[src/rtl/io_pkg.sv]
// io_pkg: shared types and parameter defaults for the IO arbiter.
//   state_t      : arbiter FSM states (IDLE, ACCESS, RESP)
//   *_DEF        : defaults for address/data width and the writable/readable
//                  address limits of the IO memory map
package io_pkg;

   localparam int AW_DEF       = 8;
   localparam int DW_DEF       = 24;
   localparam int WR_LIMIT_DEF = 35;
   localparam int RD_LIMIT_DEF = 75;

   typedef enum logic [1:0] {
      IDLE   = 2'd0,
      ACCESS = 2'd1,
      RESP   = 2'd2
   } state_t;

endpackage

[src/rtl/io_arbiter_if.sv]
// io_arbiter_if: requester handshake plus IO memory port of the arbiter.
//   Requester side : req, we, addr0/1, wdata0/1 -> gnt, rvalid, rdata, err
//   Memory side    : mem_en, mem_address, mem_dataIn -> mem_dataOut
//   modport slave  : the arbiter
//   modport master : the environment (requesters and IO memory)
// AW/DW must match the parameters of the io_arbiter instance using it.
interface io_arbiter_if
   import io_pkg::*;
#(
   parameter int AW = AW_DEF,
   parameter int DW = DW_DEF
) ();

   logic [1:0]    req;
   logic [1:0]    we;
   logic [AW-1:0] addr0;
   logic [AW-1:0] addr1;
   logic [DW-1:0] wdata0;
   logic [DW-1:0] wdata1;
   logic [1:0]    gnt;
   logic [1:0]    rvalid;
   logic [DW-1:0] rdata;
   logic          err;
   logic          mem_en;
   logic [AW-1:0] mem_address;
   logic [DW-1:0] mem_dataIn;
   logic [DW-1:0] mem_dataOut;

   modport slave (
      input  req, we, addr0, addr1, wdata0, wdata1, mem_dataOut,
      output gnt, rvalid, rdata, err, mem_en, mem_address, mem_dataIn
   );

   modport master (
      output req, we, addr0, addr1, wdata0, wdata1, mem_dataOut,
      input  gnt, rvalid, rdata, err, mem_en, mem_address, mem_dataIn
   );

endinterface

[src/rtl/io_arbiter_rr.sv]
// rr_arbiter2: two-way round-robin pick.
//   req[1:0] : active requests
//   last     : index of the requester served most recently
//   win[1:0] : one-hot winner, zero when nobody requests
// A sole requester always wins; on contention the one not served last wins.
module rr_arbiter2 (
   input  logic [1:0] req,
   input  logic       last,
   output logic [1:0] win
);

   always_comb begin
      win = 2'b00;
      case (req)
         2'b01:   win = 2'b01;
         2'b10:   win = 2'b10;
         2'b11:   win = last ? 2'b01 : 2'b10;
         default: win = 2'b00;
      endcase
   end

endmodule

[src/rtl/io_arbiter.sv]
// io_arbiter: serialises IO memory accesses from two requesters (0 = core,
// 1 = auxiliary). Each transaction takes three cycles: sample in IDLE,
// memory access in ACCESS (gnt pulse), completion in RESP (rvalid pulse).
//   clk, rst : clock, asynchronous active-high reset
//   bus      : io_arbiter_if.slave, requester handshake and IO memory port
//
// state  | meaning
// IDLE   | waiting; winner's request latched on the edge when any req is high
// ACCESS | gnt to winner, memory driven from latched request, read captured
// RESP   | rvalid to winner with rdata/err
module io_arbiter
   import io_pkg::*;
#(
   parameter int AW       = AW_DEF,
   parameter int DW       = DW_DEF,
   parameter int WR_LIMIT = WR_LIMIT_DEF,
   parameter int RD_LIMIT = RD_LIMIT_DEF
) (
   input logic         clk,
   input logic         rst,
   io_arbiter_if.slave bus
);

   localparam logic [AW-1:0] WR_LIM = AW'(WR_LIMIT);
   localparam logic [AW-1:0] RD_LIM = AW'(RD_LIMIT);

   state_t        state;
   state_t        state_nxt;
   logic          last;
   logic [1:0]    win;
   logic          sel;
   logic          lat_we;
   logic          lat_id;
   logic [AW-1:0] lat_addr;
   logic [DW-1:0] lat_wdata;
   logic [DW-1:0] rdata_q;
   logic          wr_oor;
   logic          rd_oor;

   rr_arbiter2 u_rr (
      .req  (bus.req),
      .last (last),
      .win  (win)
   );

   assign sel    = (win == 2'b10);
   assign wr_oor = (lat_addr > WR_LIM);
   assign rd_oor = (lat_addr > RD_LIM);

   always_ff @(posedge clk or posedge rst) begin
      if (rst) state <= IDLE;
      else     state <= state_nxt;
   end

   always_comb begin
      state_nxt       = state;
      bus.gnt         = 2'b00;
      bus.rvalid      = 2'b00;
      bus.err         = 1'b0;
      bus.mem_en      = 1'b0;
      bus.mem_address = '0;
      bus.mem_dataIn  = '0;
      case (state)
         IDLE: begin
            if (win != 2'b00) state_nxt = ACCESS;
         end
         ACCESS: begin
            state_nxt       = RESP;
            bus.gnt         = lat_id ? 2'b10 : 2'b01;
            bus.mem_en      = lat_we && !wr_oor;
            bus.mem_address = lat_addr;
            bus.mem_dataIn  = lat_wdata;
         end
         RESP: begin
            state_nxt  = IDLE;
            bus.rvalid = lat_id ? 2'b10 : 2'b01;
            bus.err    = lat_we ? wr_oor : rd_oor;
         end
         default: state_nxt = IDLE;
      endcase
   end

   // The pointer moves at the sampling edge, so a loser still holding req
   // wins the next IDLE cycle.
   always_ff @(posedge clk or posedge rst) begin
      if (rst) begin
         last      <= 1'b1;
         lat_we    <= 1'b0;
         lat_id    <= 1'b0;
         lat_addr  <= '0;
         lat_wdata <= '0;
         rdata_q   <= '0;
      end else begin
         if (state == IDLE && win != 2'b00) begin
            last      <= sel;
            lat_id    <= sel;
            lat_we    <= sel ? bus.we[1] : bus.we[0];
            lat_addr  <= sel ? bus.addr1 : bus.addr0;
            lat_wdata <= sel ? bus.wdata1 : bus.wdata0;
         end
         if (state == ACCESS) begin
            rdata_q <= (!lat_we && !rd_oor) ? bus.mem_dataOut : '0;
         end
      end
   end

   assign bus.rdata = rdata_q;

endmodule

[src/flat_wrapper.sv]
// flat-port wrapper written by rule: the top's interface ports become plain ports
module io_arbiter_flat import io_pkg::*;
#(
   parameter int AW       = AW_DEF,
   parameter int DW       = DW_DEF,
   parameter int WR_LIMIT = WR_LIMIT_DEF,
   parameter int RD_LIMIT = RD_LIMIT_DEF
)
  (clk, rst, bus_req, bus_we, bus_addr0, bus_addr1, bus_wdata0, bus_wdata1, bus_mem_dataOut, bus_gnt, bus_rvalid, bus_rdata, bus_err, bus_mem_en, bus_mem_address, bus_mem_dataIn);
  io_arbiter_if #(.AW(AW), .DW(DW)) bus_i ();
  input logic clk;
  input logic rst;
  input wire logic [$bits(bus_i.req)-1:0] bus_req;
  input wire logic [$bits(bus_i.we)-1:0] bus_we;
  input wire logic [$bits(bus_i.addr0)-1:0] bus_addr0;
  input wire logic [$bits(bus_i.addr1)-1:0] bus_addr1;
  input wire logic [$bits(bus_i.wdata0)-1:0] bus_wdata0;
  input wire logic [$bits(bus_i.wdata1)-1:0] bus_wdata1;
  input wire logic [$bits(bus_i.mem_dataOut)-1:0] bus_mem_dataOut;
  output wire logic [$bits(bus_i.gnt)-1:0] bus_gnt;
  output wire logic [$bits(bus_i.rvalid)-1:0] bus_rvalid;
  output wire logic [$bits(bus_i.rdata)-1:0] bus_rdata;
  output wire logic [$bits(bus_i.err)-1:0] bus_err;
  output wire logic [$bits(bus_i.mem_en)-1:0] bus_mem_en;
  output wire logic [$bits(bus_i.mem_address)-1:0] bus_mem_address;
  output wire logic [$bits(bus_i.mem_dataIn)-1:0] bus_mem_dataIn;
  assign bus_i.req = bus_req;
  assign bus_i.we = bus_we;
  assign bus_i.addr0 = bus_addr0;
  assign bus_i.addr1 = bus_addr1;
  assign bus_i.wdata0 = bus_wdata0;
  assign bus_i.wdata1 = bus_wdata1;
  assign bus_i.mem_dataOut = bus_mem_dataOut;
  assign bus_gnt = bus_i.gnt;
  assign bus_rvalid = bus_i.rvalid;
  assign bus_rdata = bus_i.rdata;
  assign bus_err = bus_i.err;
  assign bus_mem_en = bus_i.mem_en;
  assign bus_mem_address = bus_i.mem_address;
  assign bus_mem_dataIn = bus_i.mem_dataIn;
  io_arbiter #(.AW(AW), .DW(DW), .WR_LIMIT(WR_LIMIT), .RD_LIMIT(RD_LIMIT)) u_core (.clk(clk), .rst(rst), .bus(bus_i));
endmodule
[config.mk]
export PLATFORM = sky130hd
export DESIGN_NAME = io_arbiter_flat
export DESIGN_NICKNAME = d
export VERILOG_FILES = /design/src/rtl/io_pkg.sv /design/src/rtl/io_arbiter_if.sv /design/src/rtl/io_arbiter_rr.sv /design/src/rtl/io_arbiter.sv /design/src/flat_wrapper.sv
export SDC_FILE = /design/constraint.sdc
export NUM_CORES = 1
export LEC_CHECK = 0
export CAP_MARGIN = 20
export CORE_UTILIZATION = 39
export CTS_CLUSTER_SIZE = 28
export DETAILED_ROUTE_END_ITERATION = 8
export GPL_TIMING_DRIVEN = 1
export HOLD_SLACK_MARGIN = 0.15
export PLACE_DENSITY_LB_ADDON = 0.1
export REMOVE_ABC_BUFFERS = 1
export SETUP_SLACK_MARGIN = 0.4
export SLEW_MARGIN = 10
export SYNTH_ARGS = -nofsm -noshare
export SYNTH_HDL_FRONTEND = slang
export SYNTH_SLANG_ARGS = --single-unit
[constraint.sdc]
create_clock -name clk -period 2.05 [get_ports clk]
set_input_delay 0.3075 -clock clk [delete_from_list [all_inputs] [get_ports clk]]
set_output_delay 0.3075 -clock clk [all_outputs]
set_load 0.05 [all_outputs]
==> metrics.txt, run 1 <==
status=finished, final reports clean; IO Count=~160; CP max stage delay=approximately 470 ps; Initial Utilization=40.5%; hpwl dp=between 5 and 6 mm; Worst slew margin=64.9%; CTS Sinks=between 60 and 70; Critical Path RT=between 1500 and 2000 ps; final hold violations=0; Final TNS setup=0 ps; synthesis-to-finish area growth=87.4%; vias in the first global route=2684; die area=~7900 sq um; clock buffer depth=2; cell at the slowest stage of the critical path=dfrtp_1; Worst path top cell family by delay=flip-flops; worst-path fanout max=6; most common cell after layout, fill and taps aside=clkdlybuf4s50_1; TritonCTS clock tree=yes; Antenna Nets Post-Route=0; share of layout cells above drive strength 1=about half; router iterations before antenna repair=4; Pwr Density=about 1700 nW/um^2; Critical Path End Type=primary output; cell breakdown of the critical path=nor4_2 > nor3_1 > o21a_1 > buf_6; #FFs+latches synth=between 60 and 70; R2R Setup Slk=between 200 and 300 ps; fin nets=around 500; fmax=0.529 GHz; xor/xnor share of the synthesized area=0%; Hold Crit Class=input port to flop; dpl ws=between 10 and 15 ps; Hold Path Depth=2; Clock Pin Slew Worst Setup and Hold Paths=roughly 70 ps; Crit path buffers/inverters=1; pin count of the biggest net entering global routing=36; Placer Congestion=~0.7; Design Area, Final=between 5000 and 6000 sq um; R2R Path Start=u_core.lat_addr[3]; worst-margin pin slew=about 530 ps; Final period util=roughly 90%; vias=about 2500; leakage power=about 2.5 nW; Inserted Clock Buffers=9; CTS HTree Levels=3; routed wire length=between 9 and 10 mm; GRT Util Overall=about a quarter; routed vias/inst=4.92; Synth Instances=224; pins over their slew limit=0; synthesized area per cell=between 10 and 15 sq um; Final Non-Filler Cells=511; Worst Skew=around 9.1 ps; Placed Cells=470; largest family of logic cells by synthesized area=multiplexers; Synth Warn #=0; die width=between 80 and 90 um; worst hold path endpoint=u_core.last; fraction of synthesized area in multiplexers=25.3%; CP startpoint kind=flop; Max rail drop VDD=approximately 950 uV; # diodes=0; Simple-Gate Fraction of Synth Area=under 10%; setup ws final=159 ps; mapped cell area=roughly 3000 sq um; first-pass GRT wire length=13.7 mm; Root Buffer=clkbuf_8; grt total ovfl=0; Max Cap Violations=0; die height=roughly 90 um; Worst EP arrival=roughly 1600 ps; Iter 0 DRT Violations=41; total chip power=around 9.5 mW; DP Area=between 4000 and 5000 sq um; minimum clock period=between 1500 and 2000 ps; most frequent cells in the layout=clkdlybuf4s50_1, mux2_2, dfrtp_1; Adder-Cell Fraction of Synth Area=0%; Reg2Reg Capture Point=u_core.bus.rdata[3]; clk_lat worst skew=roughly 330 ps; # rows=31; sequential area share after synthesis=between 50% and 60%; # setup viols final=0; CP Class=flop to primary output; initial antenna violation count=0; post-synthesis compound-gate area fraction=about a tenth; Hold Startpoint=bus_req[0]; number of I/O port buffers=155; library cells used by synthesis=26; DR WL/cell=roughly 18 um; reg2reg path depth=6; RSZ-0062 raised after global routing=yes; core footprint=between 7000 and 8000 sq um; DRC violations left=0; hold buffers post-CTS=0
-- registers in the layout, summed over array words and instances (netlist names) --
| signal | flops |
|---|---|
| u_core.lat_addr | 8 |
| u_core.lat_id | 1 |
| u_core.lat_we | 1 |
| u_core.state | 2 |
| u_core.lat_wdata | 24 |
| u_core.bus.rdata | 24 |
| u_core.last | 1 |
-- cell usage after synthesis --
library cell / count / area share [%]
a22o_1: 24 / 7.2
a2111oi_0: 1 / 0.30
o31ai_1: 1 / 0.26
dfrtp_1: 60 / 51
and2_2: 1 / 0.26
buf_6: 2 / 0.77
a31oi_1: 1 / 0.21
a21boi_2: 1 / 0.38
mux2_2: 66 / 25
nand2b_1: 1 / 0.21
and2_1: 33 / 7.0
o21ai_0: 1 / 0.17
and4b_1: 1 / 0.34
nor3_1: 1 / 0.17
nor4_1: 1 / 0.21
a21oi_1: 2 / 0.34
buf_2: 7 / 1.2
a211o_1: 1 / 0.30
dfstp_2: 1 / 0.89
nand2_1: 1 / 0.13
a2111oi_4: 1 / 0.94
o21a_1: 2 / 0.51
nor2b_1: 1 / 0.21
clkbuf_1: 6 / 0.77
nor2_1: 4 / 0.51
inv_1: 3 / 0.38
-- per-layer routing --
metal  vias up  GRT usage (%)  share of wire (%)
met4         0           8.94                1.2
met5         -              0                  0
li1       1175              -                  -
met3        11           6.44                7.2
met1      1223           26.8                 38
met2       104           43.6                 53
-- what timing repair did --
action                                  4_1_cts  5_1_grt
endpoints found under the setup margin      117       95
resized for setup                           154       18
buffers inserted                             14        2
gates cloned                                  8        1
hold endpoints to repair                      0        0
pin swaps                                    26        5
-- through the flow --
stage,utilization [%],hold WS [ps]
final,75.9,356
after global routing,75.9,360
after CTS,74.3,350
after detailed placement,62.9,487
after global placement,62.9,481
after floorplan,-,370
-- cell type report --
| class | instances | area, sq um |
|---|---|---|
| repair buffers | 187 | 2170 |
| clock inverters | 4 | 47.5 |
| well taps | 99 | 124 |
| flip-flops and latches | 61 | 1530 |
| clock buffers | 12 | 145 |
| fillers | 487 | 1750 |
| multi-input cells | 145 | 1480 |
| inverters | 3 | 16.3 |
-- worst max-delay path by stage --
stage	from	to	slack (ps)	cells past startpoint
after floorplan	u_core.state[1]	bus_mem_address[0]	-130	3
after global placement	bus_req[1]	u_core.lat_wdata[0]	40	5
after CTS	u_core.lat_addr[3]	bus_err	220	4
after detailed placement	bus_req[1]	u_core.lat_wdata[2]	10	5
final	u_core.lat_addr[4]	bus_err	160	4
after global routing	u_core.lat_addr[4]	bus_err	70	4
-- power breakdown --
part	internal, mW	switching (mW)	total [mW]
Combinational	2.89	3.26	6.16
Clock	0.591	0.461	1.05
Sequential	1.83	0.452	2.28
-- cell families (layout without fill, tap and decap cells) --
logic type / count (synthesis) / after routing
multiplexers: 66 / 66
flip-flops: 61 / 61
AND/OR/NAND/NOR: 44 / 44
AO/OA/AOI/OAI: 35 / 35
buffers and inverters: 18 / 206
No activity file was read; power rests on OpenSTA's default activity.
==> inputs of run 2 (changes only) <==
--- a/config.mk
+++ b/config.mk
@@ -5,7 +5,6 @@
 export SDC_FILE = /design/constraint.sdc
 export NUM_CORES = 1
 export LEC_CHECK = 0
-export CAP_MARGIN = 20
 export CORE_UTILIZATION = 39
 export CTS_CLUSTER_SIZE = 28
 export DETAILED_ROUTE_END_ITERATION = 8
==> results of run 2 <==
The final DEF is identical to that of run 1; final timing and power are the same.
==> inputs of run 3 (changes only) <==
--- a/config.mk
+++ b/config.mk
@@ -8,7 +8,7 @@
 export CORE_UTILIZATION = 39
 export CTS_CLUSTER_SIZE = 28
 export DETAILED_ROUTE_END_ITERATION = 8
-export GPL_TIMING_DRIVEN = 1
+export GPL_TIMING_DRIVEN = 0
 export HOLD_SLACK_MARGIN = 0.15
 export PLACE_DENSITY_LB_ADDON = 0.1
 export REMOVE_ABC_BUFFERS = 1
==> run 3 against run 2 <==
Against the previous run:
- maximum frequency rose by 1.4%
- register-to-register slack improved by 130 ps
- hold slack got worse by 53 ps
- core utilization fell by 1.4 points
- highest routed layer unchanged
==> metrics.txt, run 3 (synthesis gave the netlist of run 1 again) <==
status=finished, final reports clean; cell breakdown of the critical path=nand2b_4 > clkinvlp_4 > buf_6 > and2_4 > buf_6; fmax=0.536 GHz (+1.4%); fin nets=501 (unchanged); synthesis-to-finish area growth=83.9%; DR WL/cell=16.3 um (-8.7%); routed wire length=8.34 mm (-8.9%); FILL cells=501 (+2.9%); vias=2495 (-0.72%); Crit. path cell count=5 (+1); die area=7890 sq um (unchanged); Critical Path RT=1740 ps (about the same); final hold violations=0 (unchanged); Crit path buffers/inverters=3 (+2); CP startpoint kind=flop; Worst path top cell family by delay=buffers and inverters; Critical Path End Type=primary output; Hold Path Depth=2 (unchanged); RSZ-0062 raised after global routing=yes; IO Count=156 (unchanged); hpwl dp=5.10 mm (-2.8%); # rows=31 (unchanged); minimum clock period=1870 ps (-25.3 ps); Final Non-Filler Cells=510 (-0.20%); DRC violations left=0 (unchanged); grt total ovfl=0 (unchanged); hold buffers post-CTS=0 (unchanged); first-pass GRT wire length=12.3 mm (-10%); vias in the first global route=2483 (-7.5%); CTS Sinks=61 (unchanged); most frequent CP cell=buf_6; Placer Congestion=0.702 (+1.2%); TritonCTS clock tree=yes; Inserted Clock Buffers=9 (unchanged); router iterations before antenna repair=4 (unchanged); reg2reg path depth=6 (unchanged); most common cell after layout, fill and taps aside=clkdlybuf4s50_1; # setup viols final=0 (unchanged); leakage power=2.43 nW (-1.6%); clk_lat worst skew=340 ps (about the same); Placed Cells=465 (-1.1%); Worst slew margin=51.0% (-14 points); Max rail drop VDD=1040 uV (+9.6%); GRT Util Overall=21.1% (-2.9 points); clock buffer depth=2 (unchanged); routed vias/inst=4.89 (-0.52%); Final TNS setup=0 ps (unchanged); # diodes=0 (unchanged); CP max stage delay=410 ps (-60 ps); Worst Skew=11.1 ps (+2.02 ps); CTS HTree Levels=3 (unchanged); pins over their slew limit=0 (unchanged); die height=88.8 um (unchanged); Antenna Nets Post-Route=0 (unchanged); worst-margin pin slew=735 ps (+207 ps); share of layout cells above drive strength 1=48.7% (-0.37 points); worst-path fanout max=7 (+1); Clock Pin Slew Worst Setup and Hold Paths=70 ps (about the same); number of I/O port buffers=155 (unchanged); Worst EP arrival=1560 ps (-20 ps); Iter 0 DRT Violations=20 (-51%); CP Class=flop to primary output; Root Buffer=clkbuf_8; Initial Utilization=40.5% (unchanged); cell at the slowest stage of the critical path=dfrtp_1; most frequent cells in the layout=clkdlybuf4s50_1, mux2_2, dfrtp_1; Max Cap Violations=0 (unchanged); pin count of the biggest net entering global routing=62 (+72%); Final period util=91.0% (-1.2 points); Pwr Density=1740 nW/um^2 (+0.82%); core footprint=7250 sq um (unchanged); initial antenna violation count=0 (unchanged); Hold Crit Class=input port to flop; die width=88.8 um (unchanged)
run 3: changes by cell type in the layout (fill, tap and decap cells not counted), moves of 3 or more:
cell	change
and2_4	-3
buf_16	-5
and2_1	+3
buf_8	-5
buf_4	+8
buf_12	-4
run 3: final timing paths:
path | from | endpoint | slack [ps]
min in group asynchronous | rst | u_core.lat_wdata[11] | 460
min reg2reg | u_core.bus.rdata[9] | u_core.bus.rdata[9] | 490
max in group asynchronous | rst | u_core.lat_addr[2] | 1060
max | u_core.state[1] | bus_mem_dataIn[14] | 180
min | bus_req[0] | u_core.last | 300
max reg2reg | u_core.state[1] | u_core.bus.rdata[21] | 390
run 3: repair_timing:
item / in CTS / in global routing
pin swaps: 20 / 14
endpoints found under the setup margin: 120 / 95
gates cloned: 4 / 2
resized for setup: 342 / 37
setup buffers: 20 / 4
run 3: worst reg2reg max path: stages (launching register included):
cell,delay (ps)
dfrtp_1,420
nand2b_4,200
buf_4,150
buf_4,130
a2111oi_4,370
buf_12,180
a22o_1,130
run 3: final cells by class:
class,instances,area (sq um),share of cell area [%]
Inverter,3,17.5,0.324
Multi-Input combinational cell,147,1490,27.6
Tap cell,99,124,2.29
Clock inverter,5,100,1.85
Timing Repair inverter,1,7.51,0.139
Timing Repair Buffer,184,2000,37.0
Clock buffer,10,128,2.36
Sequential cell,61,1540,28.4
run 3: metrics by stage:
step | utilization, % | power, mW | setup WS [ps] | hold WS [ps] | instance area (sq um)
5_1_grt | 74.5 | 9.84 | 118 | 330 | 5400
6_report | 74.5 | 9.39 | 184 | 303 | 5400
2_1_floorplan | - | 5.36 | -131 | 370 | 2860
3_5_place_dp | 63.3 | 7.01 | -1430 | 487 | 4590
4_1_cts | 72.0 | 9.07 | 170 | 485 | 5220
3_3_place_gp | 62.5 | 6.88 | -1430 | 480 | 4530
run 3: power by group:
group / internal, mW / leakage (nW) / switching, mW / total [mW]
sequential: 1.83 / 0.755 / 0.454 / 2.29
clock: 0.797 / 0.116 / 0.451 / 1.25
combinational: 2.65 / 1.56 / 3.21 / 5.85
total: 5.27 / 2.43 / 4.11 / 9.39
run 3: routing by layer:
metal / global-route usage, % / vias up / share of wire, %
li1: - / 1174 / -
met1: 25.2 / 1207 / 41
met2: 35.7 / 104 / 50
met3: 5.88 / 10 / 8.3
met4: 9.09 / 0 / 1.2
met5: 0 / - / 0
